### src/rtl/host_image_streamer.sv
// Host side of the UART load/readback link: streams instruction then data words LSB-byte first,
// then assembles returned result words. Each tx byte waits for txByteReady; rx bytes are never stalled.
module host_image_streamer #(
  parameter int INS_WIDTH  = 8,
  parameter int DATA_WIDTH = 48,
  parameter int UART_WIDTH = 8,
  parameter int ADDR_WIDTH = 12
) (
  input  logic                  clk,
  input  logic                  rstN,
  input  logic                  start,
  input  logic [ADDR_WIDTH-1:0] ins_count,
  input  logic [ADDR_WIDTH-1:0] data_count,
  input  logic [ADDR_WIDTH-1:0] result_count,
  output logic                  src_sel,
  output logic [ADDR_WIDTH-1:0] src_addr,
  input  logic [DATA_WIDTH-1:0] src_data,
  output logic                  txByteStart,
  output logic [UART_WIDTH-1:0] byteForTx,
  input  logic                  txByteReady,
  input  logic                  rx_new_byte_indicate,
  input  logic [UART_WIDTH-1:0] byteFromRx,
  output logic                  res_wrEn,
  output logic [ADDR_WIDTH-1:0] res_addr,
  output logic [DATA_WIDTH-1:0] res_data,
  output logic                  busy,
  output logic                  done
);
  localparam int INS_BYTES  = (INS_WIDTH + UART_WIDTH - 1) / UART_WIDTH;
  localparam int DATA_BYTES = (DATA_WIDTH + UART_WIDTH - 1) / UART_WIDTH;
  localparam int SHW        = DATA_BYTES * UART_WIDTH;
  localparam int BCW        = $clog2(DATA_BYTES + 1);

  typedef enum logic [2:0] {
    IDLE, INS_FETCH, INS_SEND, DATA_FETCH, DATA_SEND, RX_COLLECT, DONE
  } stateT;

  stateT state, nextState;

  logic                  fetchPhase, txTail, guard;
  logic [SHW-1:0]        shreg, rxShreg, rxNext;
  logic [BCW-1:0]        byteCnt, rxByteCnt, nBytesM1;
  logic [ADDR_WIDTH-1:0] insCnt, dataCnt, resCnt, wordsRx, secCnt;
  logic                  isIns, isFetch, lastWord, rxLastWord;
  logic                  startAcc, canSend, lastByte, toData, setTail, rxAcc, rxWordDone;

  assign isIns      = (state == INS_SEND);
  assign isFetch    = (state == INS_FETCH) || (state == DATA_FETCH);
  assign nBytesM1   = isIns ? BCW'(INS_BYTES - 1) : BCW'(DATA_BYTES - 1);
  assign secCnt     = isIns ? insCnt : dataCnt;
  assign lastWord   = ({1'b0, src_addr} + 1'b1) == {1'b0, secCnt};
  assign rxLastWord = ({1'b0, wordsRx} + 1'b1) == {1'b0, resCnt};
  assign rxNext     = {byteFromRx, rxShreg[SHW-1:UART_WIDTH]};

  always_ff @(posedge clk or negedge rstN) begin
    if (!rstN) state <= IDLE;
    else       state <= nextState;
  end

  always_comb begin
    nextState  = state;
    startAcc   = 1'b0;
    canSend    = 1'b0;
    lastByte   = 1'b0;
    toData     = 1'b0;
    setTail    = 1'b0;
    rxAcc      = 1'b0;
    rxWordDone = 1'b0;
    case (state)
      IDLE, DONE: begin
        if (start) begin
          startAcc = 1'b1;
          if (ins_count != '0)         nextState = INS_FETCH;
          else if (data_count != '0)   nextState = DATA_FETCH;
          else if (result_count != '0) nextState = RX_COLLECT;
          else                         nextState = DONE;
        end
      end
      INS_FETCH:  if (fetchPhase) nextState = INS_SEND;
      DATA_FETCH: if (fetchPhase) nextState = DATA_SEND;
      INS_SEND, DATA_SEND: begin
        // Tail: last byte issued; hand over to rx on the pulse, or finish once the transmitter drains
        if (txTail) begin
          if (resCnt != '0) begin
            if (txByteStart) nextState = RX_COLLECT;
          end else if (!txByteStart && !guard && txByteReady) begin
            nextState = DONE;
          end
        end else if (txByteReady && !txByteStart && !guard) begin
          canSend = 1'b1;
          if (byteCnt == nBytesM1) begin
            lastByte = 1'b1;
            if (!lastWord)                     nextState = isIns ? INS_FETCH : DATA_FETCH;
            else if (isIns && dataCnt != '0) begin
              toData    = 1'b1;
              nextState = DATA_FETCH;
            end else                           setTail = 1'b1;
          end
        end
      end
      RX_COLLECT: begin
        if (rx_new_byte_indicate) begin
          rxAcc = 1'b1;
          if (rxByteCnt == BCW'(DATA_BYTES - 1)) begin
            rxWordDone = 1'b1;
            if (rxLastWord) nextState = DONE;
          end
        end
      end
      default: nextState = IDLE;
    endcase
  end

  always_ff @(posedge clk or negedge rstN) begin
    if (!rstN) begin
      fetchPhase <= 1'b0; txTail <= 1'b0; guard <= 1'b0;
      shreg <= '0; rxShreg <= '0; byteCnt <= '0; rxByteCnt <= '0;
      insCnt <= '0; dataCnt <= '0; resCnt <= '0; wordsRx <= '0;
      src_sel <= 1'b0; src_addr <= '0; txByteStart <= 1'b0; byteForTx <= '0;
      res_wrEn <= 1'b0; res_addr <= '0; res_data <= '0; busy <= 1'b0; done <= 1'b0;
    end else begin
      txByteStart <= canSend;
      guard       <= txByteStart;
      res_wrEn    <= rxWordDone;
      fetchPhase  <= isFetch && !fetchPhase;
      if (isFetch && fetchPhase) begin
        shreg   <= (state == INS_FETCH) ? SHW'(src_data[INS_WIDTH-1:0]) : SHW'(src_data);
        byteCnt <= '0;
      end
      if (canSend) begin
        byteForTx <= shreg[UART_WIDTH-1:0];
        shreg     <= shreg >> UART_WIDTH;
        byteCnt   <= byteCnt + 1'b1;
      end
      if (lastByte) begin
        if (toData) begin
          src_addr <= '0;
          src_sel  <= 1'b1;
        end else begin
          src_addr <= src_addr + 1'b1;
        end
      end
      if (setTail) txTail <= 1'b1;
      if (rxAcc) begin
        rxShreg <= rxNext;
        if (rxWordDone) begin
          rxByteCnt <= '0;
          wordsRx   <= wordsRx + 1'b1;
          res_data  <= rxNext[DATA_WIDTH-1:0];
        end else begin
          rxByteCnt <= rxByteCnt + 1'b1;
        end
      end
      if (res_wrEn) res_addr <= res_addr + 1'b1;
      if (startAcc) begin
        insCnt    <= ins_count;
        dataCnt   <= data_count;
        resCnt    <= result_count;
        src_addr  <= '0;
        src_sel   <= (ins_count == '0);
        res_addr  <= '0;
        wordsRx   <= '0;
        rxByteCnt <= '0;
        rxShreg   <= '0;
        txTail    <= 1'b0;
        busy      <= 1'b1;
        done      <= 1'b0;
      end else if (state == DONE) begin
        busy <= 1'b0;
        done <= 1'b1;
      end
    end
  end
endmodule
### config.mk
export PLATFORM = sky130hd
export DESIGN_NAME = host_image_streamer
export DESIGN_NICKNAME = d
export VERILOG_FILES = /design/src/rtl/host_image_streamer.sv
export SDC_FILE = /design/constraint.sdc
export NUM_CORES = 1
export LEC_CHECK = 0
export CAP_MARGIN = 20
export CORE_ASPECT_RATIO = 1.75
export CORE_MARGIN = 3
export CORE_UTILIZATION = 58
export CTS_CLUSTER_DIAMETER = 40
export DETAILED_ROUTE_END_ITERATION = 6
export GPL_ROUTABILITY_DRIVEN = 0
export HOLD_SLACK_MARGIN = 0.15
export PLACE_DENSITY = 0.95
export SYNTH_ARGS = -nofsm -noshare
export SYNTH_HDL_FRONTEND = slang
export SYNTH_SLANG_ARGS = --single-unit
### constraint.sdc
create_clock -name clk -period 5.8 [get_ports clk]
set_clock_uncertainty 0.2 [all_clocks]
set_input_delay 0.58 -clock clk [delete_from_list [all_inputs] [get_ports clk]]
set_output_delay 0.58 -clock clk [all_outputs]
set_load 0.03 [all_outputs]
# Word level (Yosys, flattened, before mapping)

Cells that the tools add are included.

Register bits after elaboration: 241
Bits of input ports: 97
Output and inout port bits: 85
Logic and storage cells: 155

$add $sub $neg: 7
Equality and inequality tests: 21
Mux-type cells: 74
Reduce and logical (&&, ||, !) cells: 32

Operators by type and width:

| cell                                                             | number |
|---|---|
| 48-bit 2-to-1 mux                                                | 5 |
| 12-bit 2-to-1 mux                                                | 9 |
| 3-bit 2-to-1 mux                                                 | 22 |
| 12-bit nonzero test                                              | 5 |
| 12-bit by 1-bit adder with 12-bit output (second input constant) | 3 |
| 1-bit 2-to-1 mux                                                 | 35 |
| 12-bit by 1-bit adder with 13-bit output (second input constant) | 2 |
| 13-bit by 12-bit == test with 1-bit output                       | 2 |
| 2-bit nonzero test                                               | 8 |
| 3-bit case mux with 5 select lines                               | 1 |
| 3-bit == test (second input constant)                            | 4 |
| 12-bit logical NOT                                               | 1 |
| 2-bit inequality test (second input constant)                    | 6 |
| 4-bit inequality test (second input constant)                    | 3 |
| 11-bit AND reduction                                             | 1 |
| 1-bit logical AND                                                | 7 |
| 3-bit by 1-bit adder with 3-bit output (second input constant)   | 2 |
| 3-bit by 2-bit == test with 1-bit output (second input constant) | 2 |
| 3-bit inequality test (second input constant)                    | 2 |
| 2-bit AND reduction                                              | 3 |
| 2-bit 2-to-1 mux                                                 | 2 |
| 2-bit OR reduction                                               | 2 |
| 3-bit by 1-bit == test with 1-bit output (second input constant) | 1 |
| 3-bit == test                                                    | 1 |
| other kinds (3)                                                  | 5 |

# Longest topological paths before layout

Depth after elaboration: 11
Depth in mapped cells: 13
Mapped depth without buffers: 9

# Worst setup path before layout

No wires, ideal clock.

Kind: reg2reg
From: reg state[1]
To: reg src_addr[3]
Arrival time: 2802 ps
Path slack: 2675 ps
Stages on the path, launching flop included: 13
Period minus slack after synthesis: 3125 ps
Path through: dfrtp_1 buf_4 or3b_1 buf_6 mux2_1 xnor3_1 nand2b_1 a2111oi_4 a41o_1 buf_6 buf_8 nor2_2 a211o_1

Cells in the longest elaborated chain, start to end: 11

Ends and longest elaborated chain:

| element                                                                        | RTL line | text |
|---|---|---|
| start: declaration                                                             | 38       | `stateT state, nextState;` |
| start signal: assignment                                                       | 57       | `else state <= nextState;` |
| 3-bit by 2-bit == test with 1-bit output                                       | 47, 69   |  |
| 12-bit 2-to-1 mux or 1-bit logical AND (tied branches)                         | 50, 94   |  |
| 13-bit by 12-bit == test with 1-bit output or 1-bit 2-to-1 mux (tied branches) | 51, 94   |  |
| 1-bit 2-to-1 mux                                                               | 93       | `if (!lastWord) nextState = isIns ? INS_FETCH : DATA_FETCH;` |
| 1-bit 2-to-1 mux                                                               | 91       | `if (byteCnt == nBytesM1) begin` |
| 1-bit 2-to-1 mux                                                               | 89       | `end else if (txByteReady && !txByteStart && !guard) begin` |
| 1-bit 2-to-1 mux                                                               | 83       | `if (txTail) begin` |
| 1-bit 2-to-1 mux                                                               | 69       | `case (state)` |
| 12-bit 2-to-1 mux                                                              | 136      | `if (toData) begin` |
| 12-bit 2-to-1 mux                                                              | 135      | `if (lastByte) begin` |
| 12-bit 2-to-1 mux                                                              | 155      | `if (startAcc) begin` |
| end signal: assignment                                                         | 140      | `src_addr <= src_addr + 1'b1;` |
| end: declaration                                                               | 16       | `output logic [ADDR_WIDTH-1:0] src_addr,` |

Parallel ways exist; a longest one is shown, timed or not. The select of a mux whose other input is x is not followed.
A chain may end at the register's enable or synchronous reset.

# Worst setup path in the final report

From: reg state[1]
To: reg src_addr[2]

The elaborated chain is that of the path after synthesis.

==> impl_metrics.ini <==
[route]
drt_pre_antenna_iters = 7
detail_route.drc_violations = 0
routedWlPerCell_um = 17.3
routed-via-count = 9650
ant_nets = 0
detail_route.wirelength_um = 28600
dr.first_iter.drc_count = 846
vias_per_cell = 5.84

[clock_tree]
cts_inserted_buffers = 24
ctsHtreeMaxLevel = 1
clk_root_buffer_cell = clkbuf_16
cts_buffer_depth = 3
cts_tree = built
post_cts_resize_count = 0
worst_skew_pair.late_latency_ns = 0.51
clkSlewWorstSetupHoldPaths_ns = 0.06
cts.sinks = 233

[sta]
totalNegativeSetupSlack_ns = 0
hold_violations = 0
layout_worst_path_cycle_share_pct = 73.0
final_setup_vio_count = 0
slew-limit-headroom_pct = 30.4
grt_setup_unrepaired = false
fmax_ghz = 0.236
layout_setup_ws_ns = 1.57
hold_ws_ns = 0.235
final_period_minus_worst_setup_slack_ns = 4.23
max_slew_violations = 0
max_slew.worst_pin.slew_ns = 1.04

[global_route]
grt_use_total_pct = 28.0
grt_antenna_before_repair = 0
first_global_vias = 9722
globalRouteOverflowTotal = 0
largest_net_degree_at_the_start_of_global_routing = 118
grt_first_pass_wirelength_um = 46600

[floorplan]
row_count = 65
top_level_ports = 182
fp.dieW_um = 110
chipHeight_um = 187
dieArea_um2 = 20600
core_area_um2 = 18200
floorplan.initialDensity_pct = 59.9

[placed_design]
detailedPlace.worstSlack_ns = 1.59
dp_hpwl_um = 19100
io_buffer_count = 181

[setup_path]
worst_path_dominant_cell_family = compound AO/OA/AOI/OAI gates
arrival_worst_endpoint_ns = 4.43
worstPathMaxFanout = 54
timing.critical_path.required_ns = 6.00
start_kind = flip-flop
cell_chain_critical_path = buf_4 -> or3b_1 -> mux2_1 -> xnor3_1 -> nand2b_1 -> a2111oi_4 -> a41o_1 -> nor3b_1 -> a211o_1
timing.critical_path.to_type = flip-flop
critical_path.slowest_cell = or3b_1
critical_path.n_buffers_inverters = 1
critPathMaxStageDelay_ns = 0.77
critical_path_class = reg -> reg

[pwr]
p_leak_nw = 6.37
pwr_density_cell_nw_per_um2 = 409
p_total_w = 0.00556
power.ir.vdd_worst_mv = 0.328

[finish]
layout.filler_cells = 1211
fin_util_pct = 74.6
ff_latch_area_um2 = 5830
finalNetCount = 1504
insertedDiodeCount = 0
multi_input_comb_area_um2 = 4700
area_growth_pct = 24.5
drive_above_1_share_pct = 4.79

[logic_synthesis]
netlist_top_cells_area = dfrtp_1 53%, nand2_1 16%, a21oi_1 3.0%
synthesis.yosys.warnings = 0
cell_accounting_for_the_most_synthesized_area = dfrtp_1
avgSynthCellArea_um2 = 8.63
yosys.area.top_type_share_pct = 53.4
synth_edf_count = 0
synthArstFlopShare_pct = 100
netlist_instances = 1264
synth.lib_cells_used.distinct = 61
synth_seq_cells = 233
synth_fp_nets = 1367
synth-seq-area-share_pct = 53.4
post_synth_instance_area_um2 = 10900
synth-main-ff-cell = dfrtp_1
synth_commonest_cells = 457 x nand2_1, 233 x dfrtp_1, 79 x nor2_1, 73 x clkbuf_1, 66 x a21oi_1
yosysMostFrequentCell = nand2_1

[run_status]
status = complete, no violations

[run]
drv_cap = 0

[worst_hold_path]
hold_path.class = reg -> reg
worst paths after layout:
| path | startpoint | to | slack [ns] | cells past startpoint |
|---|---|---|---|---|
| worst max-delay path | state[1] | src_addr[2] | 1.57 | 9 |
| worst min-delay path | txByteStart | guard | 0.24 | 0 |
| worst max register to register | state[1] | src_addr[2] | 1.57 | 9 |
| worst min register to register | txByteStart | guard | 0.24 | 0 |
| max in group asynchronous | rstN | shreg[11] | 3.54 | 3 |
| min in group asynchronous | rstN | res_data[24] | 0.52 | 2 |
routing by layer:
layer | vias to the layer above | wire [um] | GRT usage [%]
li1 | 4497 | - | -
met1 | 4619 | 10400 | 32.5
met2 | 406 | 14700 | 47.2
met3 | 128 | 1740 | 5.63
met4 | 0 | 1710 | 15.8
met5 | - | 0 | 0
power breakdown:
group / internal, W / total, W / switching, W
combinational: 0.000662 / 0.00171 / 0.00105
clock: 0.000868 / 0.00153 / 0.000661
sequential: 0.00201 / 0.00232 / 0.000310
total: 0.00354 / 0.00556 / 0.00202
placed cells by master, fill, tap and decap left out, types with 3 or more instances in the layout:
master / n
a211o_1: 5
a21oi_1: 66
a22oi_1: 9
a31oi_1: 36
and2_1: 5
and3_1: 12
buf_4: 9
clkbuf_16: 25
clkbuf_8: 5
clkdlybuf4s50_1: 180
clkinv_2: 3
clkinv_4: 5
dfrtp_1: 233
ha_1: 6
inv_1: 13
inv_6: 4
mux2i_1: 10
nand2_1: 457
nand2b_1: 8
nand3_1: 60
nand4_1: 9
nor2_1: 79
nor2b_1: 3
nor3_1: 11
nor3b_1: 10
nor4_1: 17
o2111ai_1: 3
o211ai_1: 4
o21ai_0: 34
o31ai_1: 3
or3_1: 8
xnor2_1: 21
xor2_1: 18
cells by family after synthesis:
group                      share of synthesized area (%)
muxes                                               1.33
buffers and inverters                               3.61
DFF                                                 53.4
AOI/OAI and AO/OA                                   10.3
adders and majority gates                          0.688
and+or+nand+nor                                     26.9
xor gates and xnor gates                            3.69
stage by stage:
step,std cells,instance area (um^2)
2_1_floorplan,1264,10900
3_3_place_gp,1607,12800
3_5_place_dp,1607,12800
4_1_cts,1652,13600
5_1_grt,1653,13600
6_report,1653,13600
state kept, by name (all words and copies together) (netlist names), 3 cells and up:
signal / flops
dataCnt: 12
rxShreg: 40
state: 3
byteCnt: 3
wordsRx: 12
res_addr: 12
resCnt: 12
src_addr: 12
insCnt: 12
res_data: 48
shreg: 48
rxByteCnt: 3
byteForTx: 8
timing repair:
item,in CTS,in global routing
hold buffers,1,0
endpoints found under the hold margin,115,0
setup buffers,0,0
area by class of cell:
class,count,area share (%)
flip-flops and latches,233,42.9
clock inverters,13,0.773
inverters,14,0.387
clock buffers,31,5.14
multi-input cells,936,34.6
well taps,234,2.15
repair buffers,192,14.1
(Power assumes the default switching activity.)
